===== config.mk =====
export PLATFORM = sky130hd
export DESIGN_NAME = dbus_lsu
export DESIGN_NICKNAME = d
export VERILOG_FILES = /design/src/rtl/lexington_pkg.sv /design/src/rtl/dbus_align.sv /design/src/rtl/dbus_lsu.sv
export SDC_FILE = /design/constraint.sdc
export NUM_CORES = 1
export LEC_CHECK = 0
export CORE_MARGIN = 2
export CORE_UTILIZATION = 45
export CTS_CLUSTER_DIAMETER = 50
export DETAILED_ROUTE_END_ITERATION = 8
export PLACE_DENSITY_LB_ADDON = 0.3
export SYNTH_ARGS = -nofsm -noshare
export SYNTH_HDL_FRONTEND = slang
export SYNTH_HIERARCHICAL = 1
export SYNTH_SLANG_ARGS = --single-unit

===== constraint.sdc =====
create_clock -name clk -period 2.2 [get_ports clk]
set_input_delay 0.66 -clock clk [delete_from_list [all_inputs] [get_ports clk]]
set_output_delay 0.66 -clock clk [all_outputs]
set_load 0.01 [all_outputs]

===== src/rtl/lexington_pkg.sv =====
// rtl/lexington_pkg.sv - shared LSU types; LEXINGTON_MISALIGNED_SPLIT_EN adds the ACCESS_HI state
package lexington_pkg;

  localparam int XLEN = 32;

  typedef enum logic [1:0] {
    MEM_BYTE = 2'b00,
    MEM_HALF = 2'b01,
    MEM_WORD = 2'b10
  } mem_size_t;

  typedef enum logic [1:0] {
    FAULT_NONE       = 2'd0,
    FAULT_MISALIGNED = 2'd1,
    FAULT_ACCESS     = 2'd2
  } fault_t;

  typedef enum logic [1:0] {
    ST_IDLE,
    ST_ACCESS,
    ST_RESP
`ifdef LEXINGTON_MISALIGNED_SPLIT_EN
    , ST_ACCESS_HI
`endif
  } lsu_state_t;

  // The undefined size encoding 2'b11 is handled as a word everywhere.
  function automatic logic is_misaligned(input mem_size_t size, input logic [1:0] off);
    case (size)
      MEM_BYTE: is_misaligned = 1'b0;
      MEM_HALF: is_misaligned = off[0];
      default:  is_misaligned = (off != 2'b00);
    endcase
  endfunction

  function automatic logic is_crossing(input mem_size_t size, input logic [1:0] off);
    case (size)
      MEM_BYTE: is_crossing = 1'b0;
      MEM_HALF: is_crossing = (off == 2'b11);
      default:  is_crossing = (off != 2'b00);
    endcase
  endfunction

endpackage


===== src/rtl/dbus_align.sv =====
// rtl/dbus_align.sv - byte-lane positioning for stores and extraction/extension for loads
module dbus_align import lexington_pkg::*; (
  input  mem_size_t       wr_size,
  input  logic [1:0]      wr_off,
  input  logic [XLEN-1:0] wr_wdata,
  output logic [7:0]      wr_strobe,
  output logic [63:0]     wr_data_sh,
  input  logic [63:0]     rd_raw,
  input  logic [1:0]      rd_off,
  input  mem_size_t       rd_size,
  input  logic            rd_unsigned,
  output logic [XLEN-1:0] rd_data_ext
);

  logic [7:0]      base_mask;
  logic [XLEN-1:0] raw_sh;
  logic            sgn;

  always_comb begin
    case (wr_size)
      MEM_BYTE: base_mask = 8'h01;
      MEM_HALF: base_mask = 8'h03;
      default:  base_mask = 8'h0f;
    endcase
    wr_strobe  = base_mask << wr_off;
    wr_data_sh = {32'b0, wr_wdata} << {wr_off, 3'b000};
  end

  always_comb begin
    raw_sh = XLEN'(rd_raw >> {rd_off, 3'b000});
    sgn    = 1'b0;
    case (rd_size)
      MEM_BYTE: begin
        sgn         = ~rd_unsigned & raw_sh[7];
        rd_data_ext = {{24{sgn}}, raw_sh[7:0]};
      end
      MEM_HALF: begin
        sgn         = ~rd_unsigned & raw_sh[15];
        rd_data_ext = {{16{sgn}}, raw_sh[15:0]};
      end
      default: rd_data_ext = raw_sh;
    endcase
  end

endmodule


===== src/rtl/dbus_lsu.sv =====
// rtl/dbus_lsu.sv - DBus load/store initiator; LEXINGTON_MISALIGNED_SPLIT_EN performs misaligned accesses
module dbus_lsu import lexington_pkg::*; #(
  parameter int ADDR_WIDTH = 30
) (
  input  logic                  clk,
  input  logic                  rst,
  input  logic                  req_valid,
  output logic                  req_ready,
  input  logic                  req_we,
  input  logic [31:0]           req_addr,
  input  mem_size_t             req_size,
  input  logic                  req_unsigned,
  input  logic [XLEN-1:0]       req_wdata,
  output logic                  resp_valid,
  output logic [XLEN-1:0]       resp_rdata,
  output fault_t                resp_fault,
  output logic                  rd_en,
  output logic                  wr_en,
  output logic [ADDR_WIDTH-1:0] addr,
  output logic [XLEN-1:0]       wr_data,
  output logic [XLEN/8-1:0]     wr_strobe,
  input  logic [XLEN-1:0]       rd_data,
  input  logic                  bus_err
);

  lsu_state_t            state_q, state_d;
  logic                  we_q, we_d;
  logic [1:0]            off_q, off_d;
  mem_size_t             size_q, size_d;
  logic                  uns_q, uns_d;
  logic [ADDR_WIDTH-1:0] word_q, word_d;
  logic                  rd_en_q, rd_en_d, wr_en_q, wr_en_d;
  logic [ADDR_WIDTH-1:0] addr_q, addr_d;
  logic [XLEN-1:0]       wr_data_q, wr_data_d;
  logic [XLEN/8-1:0]     wr_strobe_q, wr_strobe_d;
  logic                  resp_valid_q, resp_valid_d;
  logic [XLEN-1:0]       resp_rdata_q, resp_rdata_d;
  fault_t                resp_fault_q, resp_fault_d;

  logic                  accept, req_mis;
  logic [7:0]            al_strobe;
  logic [63:0]           al_wdata, al_raw;
  logic [XLEN-1:0]       al_rdata;

`ifdef LEXINGTON_MISALIGNED_SPLIT_EN
  // Upper lanes of a crossing store are prepared at accept time and replayed in ACCESS_HI.
  logic [XLEN/8-1:0] strb_hi_q, strb_hi_d;
  logic [XLEN-1:0]   wdata_hi_q, wdata_hi_d, raw_lo_q, raw_lo_d;
  assign al_raw = (state_q == ST_ACCESS_HI) ? {rd_data, raw_lo_q} : {32'b0, rd_data};
`else
  logic unused_hi;
  assign unused_hi = ^{al_strobe[7:4], al_wdata[63:32]};
  assign al_raw    = {32'b0, rd_data};
`endif

  assign req_ready = (state_q == ST_IDLE) && !rst;
  assign accept    = req_valid && req_ready;
  assign req_mis   = is_misaligned(req_size, req_addr[1:0]);

  dbus_align u_align (
    .wr_size     (req_size),
    .wr_off      (req_addr[1:0]),
    .wr_wdata    (req_wdata),
    .wr_strobe   (al_strobe),
    .wr_data_sh  (al_wdata),
    .rd_raw      (al_raw),
    .rd_off      (off_q),
    .rd_size     (size_q),
    .rd_unsigned (uns_q),
    .rd_data_ext (al_rdata)
  );

  always_ff @(posedge clk) begin
    if (rst) begin
      state_q      <= ST_IDLE;
      we_q         <= 1'b0;
      off_q        <= 2'b00;
      size_q       <= MEM_BYTE;
      uns_q        <= 1'b0;
      word_q       <= '0;
      rd_en_q      <= 1'b0;
      wr_en_q      <= 1'b0;
      addr_q       <= '0;
      wr_data_q    <= '0;
      wr_strobe_q  <= '0;
      resp_valid_q <= 1'b0;
      resp_rdata_q <= '0;
      resp_fault_q <= FAULT_NONE;
`ifdef LEXINGTON_MISALIGNED_SPLIT_EN
      strb_hi_q    <= '0;
      wdata_hi_q   <= '0;
      raw_lo_q     <= '0;
`endif
    end else begin
      state_q      <= state_d;
      we_q         <= we_d;
      off_q        <= off_d;
      size_q       <= size_d;
      uns_q        <= uns_d;
      word_q       <= word_d;
      rd_en_q      <= rd_en_d;
      wr_en_q      <= wr_en_d;
      addr_q       <= addr_d;
      wr_data_q    <= wr_data_d;
      wr_strobe_q  <= wr_strobe_d;
      resp_valid_q <= resp_valid_d;
      resp_rdata_q <= resp_rdata_d;
      resp_fault_q <= resp_fault_d;
`ifdef LEXINGTON_MISALIGNED_SPLIT_EN
      strb_hi_q    <= strb_hi_d;
      wdata_hi_q   <= wdata_hi_d;
      raw_lo_q     <= raw_lo_d;
`endif
    end
  end

  always_comb begin
    state_d = state_q;
    case (state_q)
      ST_IDLE: begin
        if (accept) begin
`ifdef LEXINGTON_MISALIGNED_SPLIT_EN
          state_d = ST_ACCESS;
`else
          state_d = req_mis ? ST_RESP : ST_ACCESS;
`endif
        end
      end
      ST_ACCESS: begin
`ifdef LEXINGTON_MISALIGNED_SPLIT_EN
        state_d = (is_crossing(size_q, off_q) && !bus_err) ? ST_ACCESS_HI : ST_RESP;
`else
        state_d = ST_RESP;
`endif
      end
`ifdef LEXINGTON_MISALIGNED_SPLIT_EN
      ST_ACCESS_HI: state_d = ST_RESP;
`endif
      default: state_d = ST_IDLE;
    endcase
  end

  // Bus and response outputs are registered: values computed here appear in the following state.
  always_comb begin
    we_d         = we_q;
    off_d        = off_q;
    size_d       = size_q;
    uns_d        = uns_q;
    word_d       = word_q;
    rd_en_d      = 1'b0;
    wr_en_d      = 1'b0;
    addr_d       = '0;
    wr_data_d    = '0;
    wr_strobe_d  = '0;
    resp_valid_d = 1'b0;
    resp_rdata_d = '0;
    resp_fault_d = FAULT_NONE;
`ifdef LEXINGTON_MISALIGNED_SPLIT_EN
    strb_hi_d    = strb_hi_q;
    wdata_hi_d   = wdata_hi_q;
    raw_lo_d     = raw_lo_q;
`endif
    case (state_q)
      ST_IDLE: begin
        if (accept) begin
          we_d   = req_we;
          off_d  = req_addr[1:0];
          size_d = req_size;
          uns_d  = req_unsigned;
          word_d = req_addr[ADDR_WIDTH+1:2];
          if (state_d == ST_ACCESS) begin
            rd_en_d = !req_we;
            wr_en_d = req_we;
            addr_d  = req_addr[ADDR_WIDTH+1:2];
            if (req_we) begin
              wr_strobe_d = al_strobe[3:0];
              wr_data_d   = al_wdata[31:0];
            end
`ifdef LEXINGTON_MISALIGNED_SPLIT_EN
            strb_hi_d  = req_we ? al_strobe[7:4] : '0;
            wdata_hi_d = req_we ? al_wdata[63:32] : '0;
`endif
          end else begin
            resp_valid_d = 1'b1;
            resp_fault_d = req_mis ? FAULT_MISALIGNED : FAULT_NONE;
          end
        end
      end
      ST_ACCESS: begin
`ifdef LEXINGTON_MISALIGNED_SPLIT_EN
        raw_lo_d = rd_data;
        if (state_d == ST_ACCESS_HI) begin
          rd_en_d     = !we_q;
          wr_en_d     = we_q;
          addr_d      = word_q + 1'b1;
          wr_strobe_d = strb_hi_q;
          wr_data_d   = wdata_hi_q;
        end else
`endif
        begin
          resp_valid_d = 1'b1;
          resp_fault_d = bus_err ? FAULT_ACCESS : FAULT_NONE;
          resp_rdata_d = (bus_err || we_q) ? '0 : al_rdata;
        end
      end
`ifdef LEXINGTON_MISALIGNED_SPLIT_EN
      ST_ACCESS_HI: begin
        resp_valid_d = 1'b1;
        resp_fault_d = bus_err ? FAULT_ACCESS : FAULT_NONE;
        resp_rdata_d = (bus_err || we_q) ? '0 : al_rdata;
      end
`endif
      default: ;
    endcase
  end

  assign rd_en      = rd_en_q;
  assign wr_en      = wr_en_q;
  assign addr       = addr_q;
  assign wr_data    = wr_data_q;
  assign wr_strobe  = wr_strobe_q;
  assign resp_valid = resp_valid_q;
  assign resp_rdata = resp_rdata_q;
  assign resp_fault = resp_fault_q;

endmodule


Word-level counts from Yosys, hierarchy flattened:

Index checks and enable logic that the tools add are counted.

* bits in registers: 111
* output and inout port bits: 104

* eq/ne operators: 4
* shifts and indexed selects: 3
* multiplexer cells: 14
* bitwise logic cells: 8
* reduce and logical (&&, ||, !) cells: 13

Operators by type and width (number)
* one-hot mux 32 bit (2 select lines): 1
* << shifter 32 x 5 -> 32 bit: 1
* right shift 32 x 5 -> 32 bit: 1
* == test 2 x 1 -> 1 bit, second input constant: 4
* one-hot mux 2 bit (2 select lines): 2
* one-hot mux 4 bit (2 select lines): 1
* logical NOT 2 bit: 3
* 2-to-1 mux 2 bit: 3
* NOT 1 bit: 6
* 2-to-1 mux 1 bit: 5
* OR reduction 5 bit: 1
* one-hot mux 1 bit (2 select lines): 2
* OR reduction 4 bit: 1
* << shifter 4 x 2 -> 4 bit: 1
* OR reduction 3 bit: 1
* bitwise AND 1 bit: 2
* logical AND 1 bit: 2
* logical NOT 1 bit: 2
* AND reduction 2 bit: 1
* nonzero test 2 bit: 1
* logical OR 1 bit: 1

Depth between registers and ports, before layout:

* depth after elaboration: 9
* gate-level depth with buffers: 7
* depth with buffers taken out: 5

Cells and area by module:

Netlist, hierarchy kept.

Modules (own cells, without submodules)
* dbus_lsu: instances 1, cells each 313, area each 3831.2 µm²
* dbus_align: instances 1, cells each 242, area each 2038.2 µm²

Least setup slack after synthesis:

OpenSTA, ideal clock, no wires.

* kind: input -> register
* start: input rd_data[23]
* end: register resp_rdata_q[18], in the netlist resp_rdata[18]
* arrival time: 1738 ps
* setup slack: 328 ps
* stages: 5
* path buffers: 1
* cell sequence: mux4_1 mux2i_4 buf_6 o21ai_1 nor4b_1

* cells in the longest elaborated chain, start to end: 3
* elaborated cells on any way between the ends: 4
* classes of those cells: shift: 1; mux: 1; bitwise: 2

RTL lines
* from (decl): line dbus_lsu.sv:22 `input logic [XLEN-1:0] rd_data,`
* right shift 32 x 5 -> 32 bit (*): line dbus_align.sv:30 `raw_sh = XLEN'(rd_raw >> {rd_off, 3'b000});`
* bitwise AND 1 bit, on equally long branches: line dbus_align.sv:38, dbus_align.sv:34
* one-hot mux 32 bit (2 select lines) (*): line dbus_align.sv:32 `case (rd_size)`
* net al_rdata[18]: line dbus_lsu.sv:43 `logic [XLEN-1:0] al_rdata;`
* to (signal assigned): line dbus_lsu.sv:107 `resp_rdata_q <= resp_rdata_d;`
* to (decl): line dbus_lsu.sv:37 `logic [XLEN-1:0] resp_rdata_q, resp_rdata_d;`

Mark *: on every way through the listed nets, which the timed path passes. The rest lies on a longest branch.
A chain may end at the register's enable or synchronous reset.

Worst setup path in the final report:

* start: input rst
* end: output req_ready

* cells in the longest elaborated chain, start to end: 2

RTL lines
* from (decl): line dbus_lsu.sv:6 `input logic rst,`
* logical NOT 1 bit: line dbus_lsu.sv:56 `assign req_ready = (state_q == ST_IDLE) && !rst;`
* logical AND 1 bit: line dbus_lsu.sv:56
* to (decl): line dbus_lsu.sv:8 `output logic req_ready,`

No other way between the ends.

==> results.sh <==
export IMPL_finalSetupTns_ns=0
export IMPL_postLayoutCellArea_sq_um=8322
export IMPL_maxSlewViolCount=0
export IMPL_path_cells="clkdlybuf4s50_1 > nor3_1 > dlygate4sd2_1"
export IMPL_seq_power_share_pct=44.5
export IMPL_max_freq_ghz=0.4639
export IMPL_irDropWorstVdd_mv=0.3447
export IMPL_cts_clk_slew_worst_paths_ns=0.08
export IMPL_grt_start_max_net_pins=40
export IMPL_path_max_fanout=2
export IMPL_synth_warnings=6
export IMPL_die_w_microns=114.6
export IMPL_setup_viol=0
export IMPL_max_stage_delay_ns=0.41
export IMPL_grt_use_total_pct=22.97
export IMPL_num_vias=4864
export IMPL_hpwlAfterDp_mm=11.58
export IMPL_vias_per_cell=5.459
export IMPL_pwr_share_clk_pct=32.8
export IMPL_grt_pass1_wl_mm=23.47
export IMPL_first_pass_iters=5
export IMPL_synth_cells=505
export IMPL_cp_end_kind="output pin"
export IMPL_clock_sinks=111
export IMPL_slew_limit_headroom_pct=25.34
export IMPL_combinationalPowerShare_pct=22.7
export IMPL_clock_latency_ns=0.35
export IMPL_slowest_stage="clkdlybuf4s50_1"
export IMPL_wire_per_inst_microns=17.26
export IMPL_io_pins=208
export IMPL_hold_ws_ns=0.5701
export IMPL_cp_arrival_ns=1.50
export IMPL_drtAntennaViolNets=0
export IMPL_die_area_sq_um=13130
export IMPL_swShare_pct=27.00
export IMPL_cts_max_level=3
export IMPL_cts_inserted_buffers=9
export IMPL_status="completed"
export IMPL_fin_crit_sh_pct=97.99
export IMPL_worstMarginPinSlew_ns=1.118
export IMPL_maxCapViolations=0
export IMPL_ctsRootBufferMaster="clkbuf_16"
export IMPL_core_area_sq_um=11960
export IMPL_area_growth_pct=51.26
export IMPL_clk_path_buf_depth=2
export IMPL_die_h_microns=114.6
export IMPL_final_core_util_pct=69.57
export IMPL_place_gp_congestion=0.8800
export IMPL_cts_tree="built"
export IMPL_wl_mm=15.38
export IMPL_drive_above_1_share_pct=19.62
export IMPL_dpl_cell_area_sq_um=8045
export IMPL_antenna_found_initial=0
export IMPL_worstHoldPathType="reg -> reg"
export IMPL_grt_overflow_total=0
export IMPL_start_util_pct=45.99
export IMPL_synth_area_sq_um=5502
export IMPL_path_class="in -> out"
export IMPL_p_int_uw=3437
export IMPL_first_global_vias=4658
export IMPL_hold_violations=0
export IMPL_route_detailed_drc=0
export IMPL_rsz0062_at_grt="false"
export IMPL_p_switching_uw=1271
export IMPL_drt_iter0_drc=363
export IMPL_nets=843
export IMPL_power_density_nw_per_um2=565.7
export IMPL_rows=40
export IMPL_start_kind="input pin"
export IMPL_required_ns=1.54
export IMPL_fin_skew_ns=0.01259
export IMPL_port_buffers=207
export IMPL_antennaDiodeCount=0
export IMPL_syn_area_per_cell_sq_um=10.89
export IMPL_p_leak_uw=0.002937
export IMPL_fin_crit_ns=2.156
[layout make-up]
| class | count | area (sq um) |
|---|---|---|
| clock inverter | 6 | 52.55 |
| tap | 147 | 183.9 |
| sequential | 111 | 2223 |
| clock buffer | 10 | 229.0 |
| multi-input combinational | 375 | 3137 |
| fill | 924 | 3640 |
| timing repair buffer | 242 | 2496 |
[worst max-delay path: cells and delay by family]
family                 cells  cell delay [ns]
buffers and inverters      2             0.70
and+or+nand+nor            1             0.13
[state kept, by name, summed over array words and instances (netlist names)]
register,count
wr_strobe,4
addr,30
wr_data,32
resp_valid,1
uns_q,1
state_q,2
rd_en,1
wr_en,1
resp_fault,2
size_q,2
resp_rdata,32
off_q,2
we_q,1
[path summary, 6_finish.rpt]
kind                                              from                        end  slack, ns  cells after the start
worst max-delay path                               rst                  req_ready       0.04                      3
worst min-delay path             state_q[0]$_SDFF_PP0_   resp_fault[1]$_SDFF_PP0_       0.57                      1
worst max register to register  size_q[0]$_SDFFE_PP0P_  resp_rdata[16]$_SDFF_PP0_       0.34                      5
worst min register to register   state_q[0]$_SDFF_PP0_   resp_fault[1]$_SDFF_PP0_       0.57                      1
[power groups by stage]
stage / combinational, uW / clock [uW] / sequential, uW
after global placement: 1040 / 0 / 2140
final: 1070 / 1540 / 2100
after CTS: 1070 / 1590 / 2100
after detailed placement: 1060 / 0 / 2140
after global routing: 1140 / 1660 / 2100
after floorplan: 623 / 0 / 2130
[metal layers]
layer / vias up / share of wire [%] / GRT usage, %
met5: - / 0 / 0
met4: 0 / 2.7 / 10.00
met3: 31 / 7.1 / 4.129
met2: 226 / 51 / 40.00
met1: 2321 / 39 / 27.76
li1: 2286 / - / -
[stage by stage]
step / power, uW / setup WS [ns] / std cells
after floorplan: 2754 / 0.3278 / 553
after global placement: 3182 / -0.2556 / 875
after detailed placement: 3205 / -0.3156 / 875
final: 4708 / 0.04427 / 891
after global routing: 4905 / 0.01506 / 891
after CTS: 4748 / 0.03619 / 891
[cells in the final DEF, fill, tap and decap left out, types with 13 or more instances in the layout]
cell type / instances
nor2_1: 19
buf_12: 13
clkdlybuf4s50_1: 206
o21ai_0: 23
mux4_2: 34
dfxtp_1: 110
nor4_2: 25
mux2i_1: 16
nor4b_1: 53
conb_1: 49
mux2_2: 14
nand2_1: 69
buf_4: 22
[timing repair]
action                     in CTS  in global routing
gates resized for setup         1                  1
buffers inserted                0                  0
hold buffers                    0                  0
hold endpoints to repair        0                  0
setup endpoints to repair       1                  2
Power figures use the tool's default switching activity.
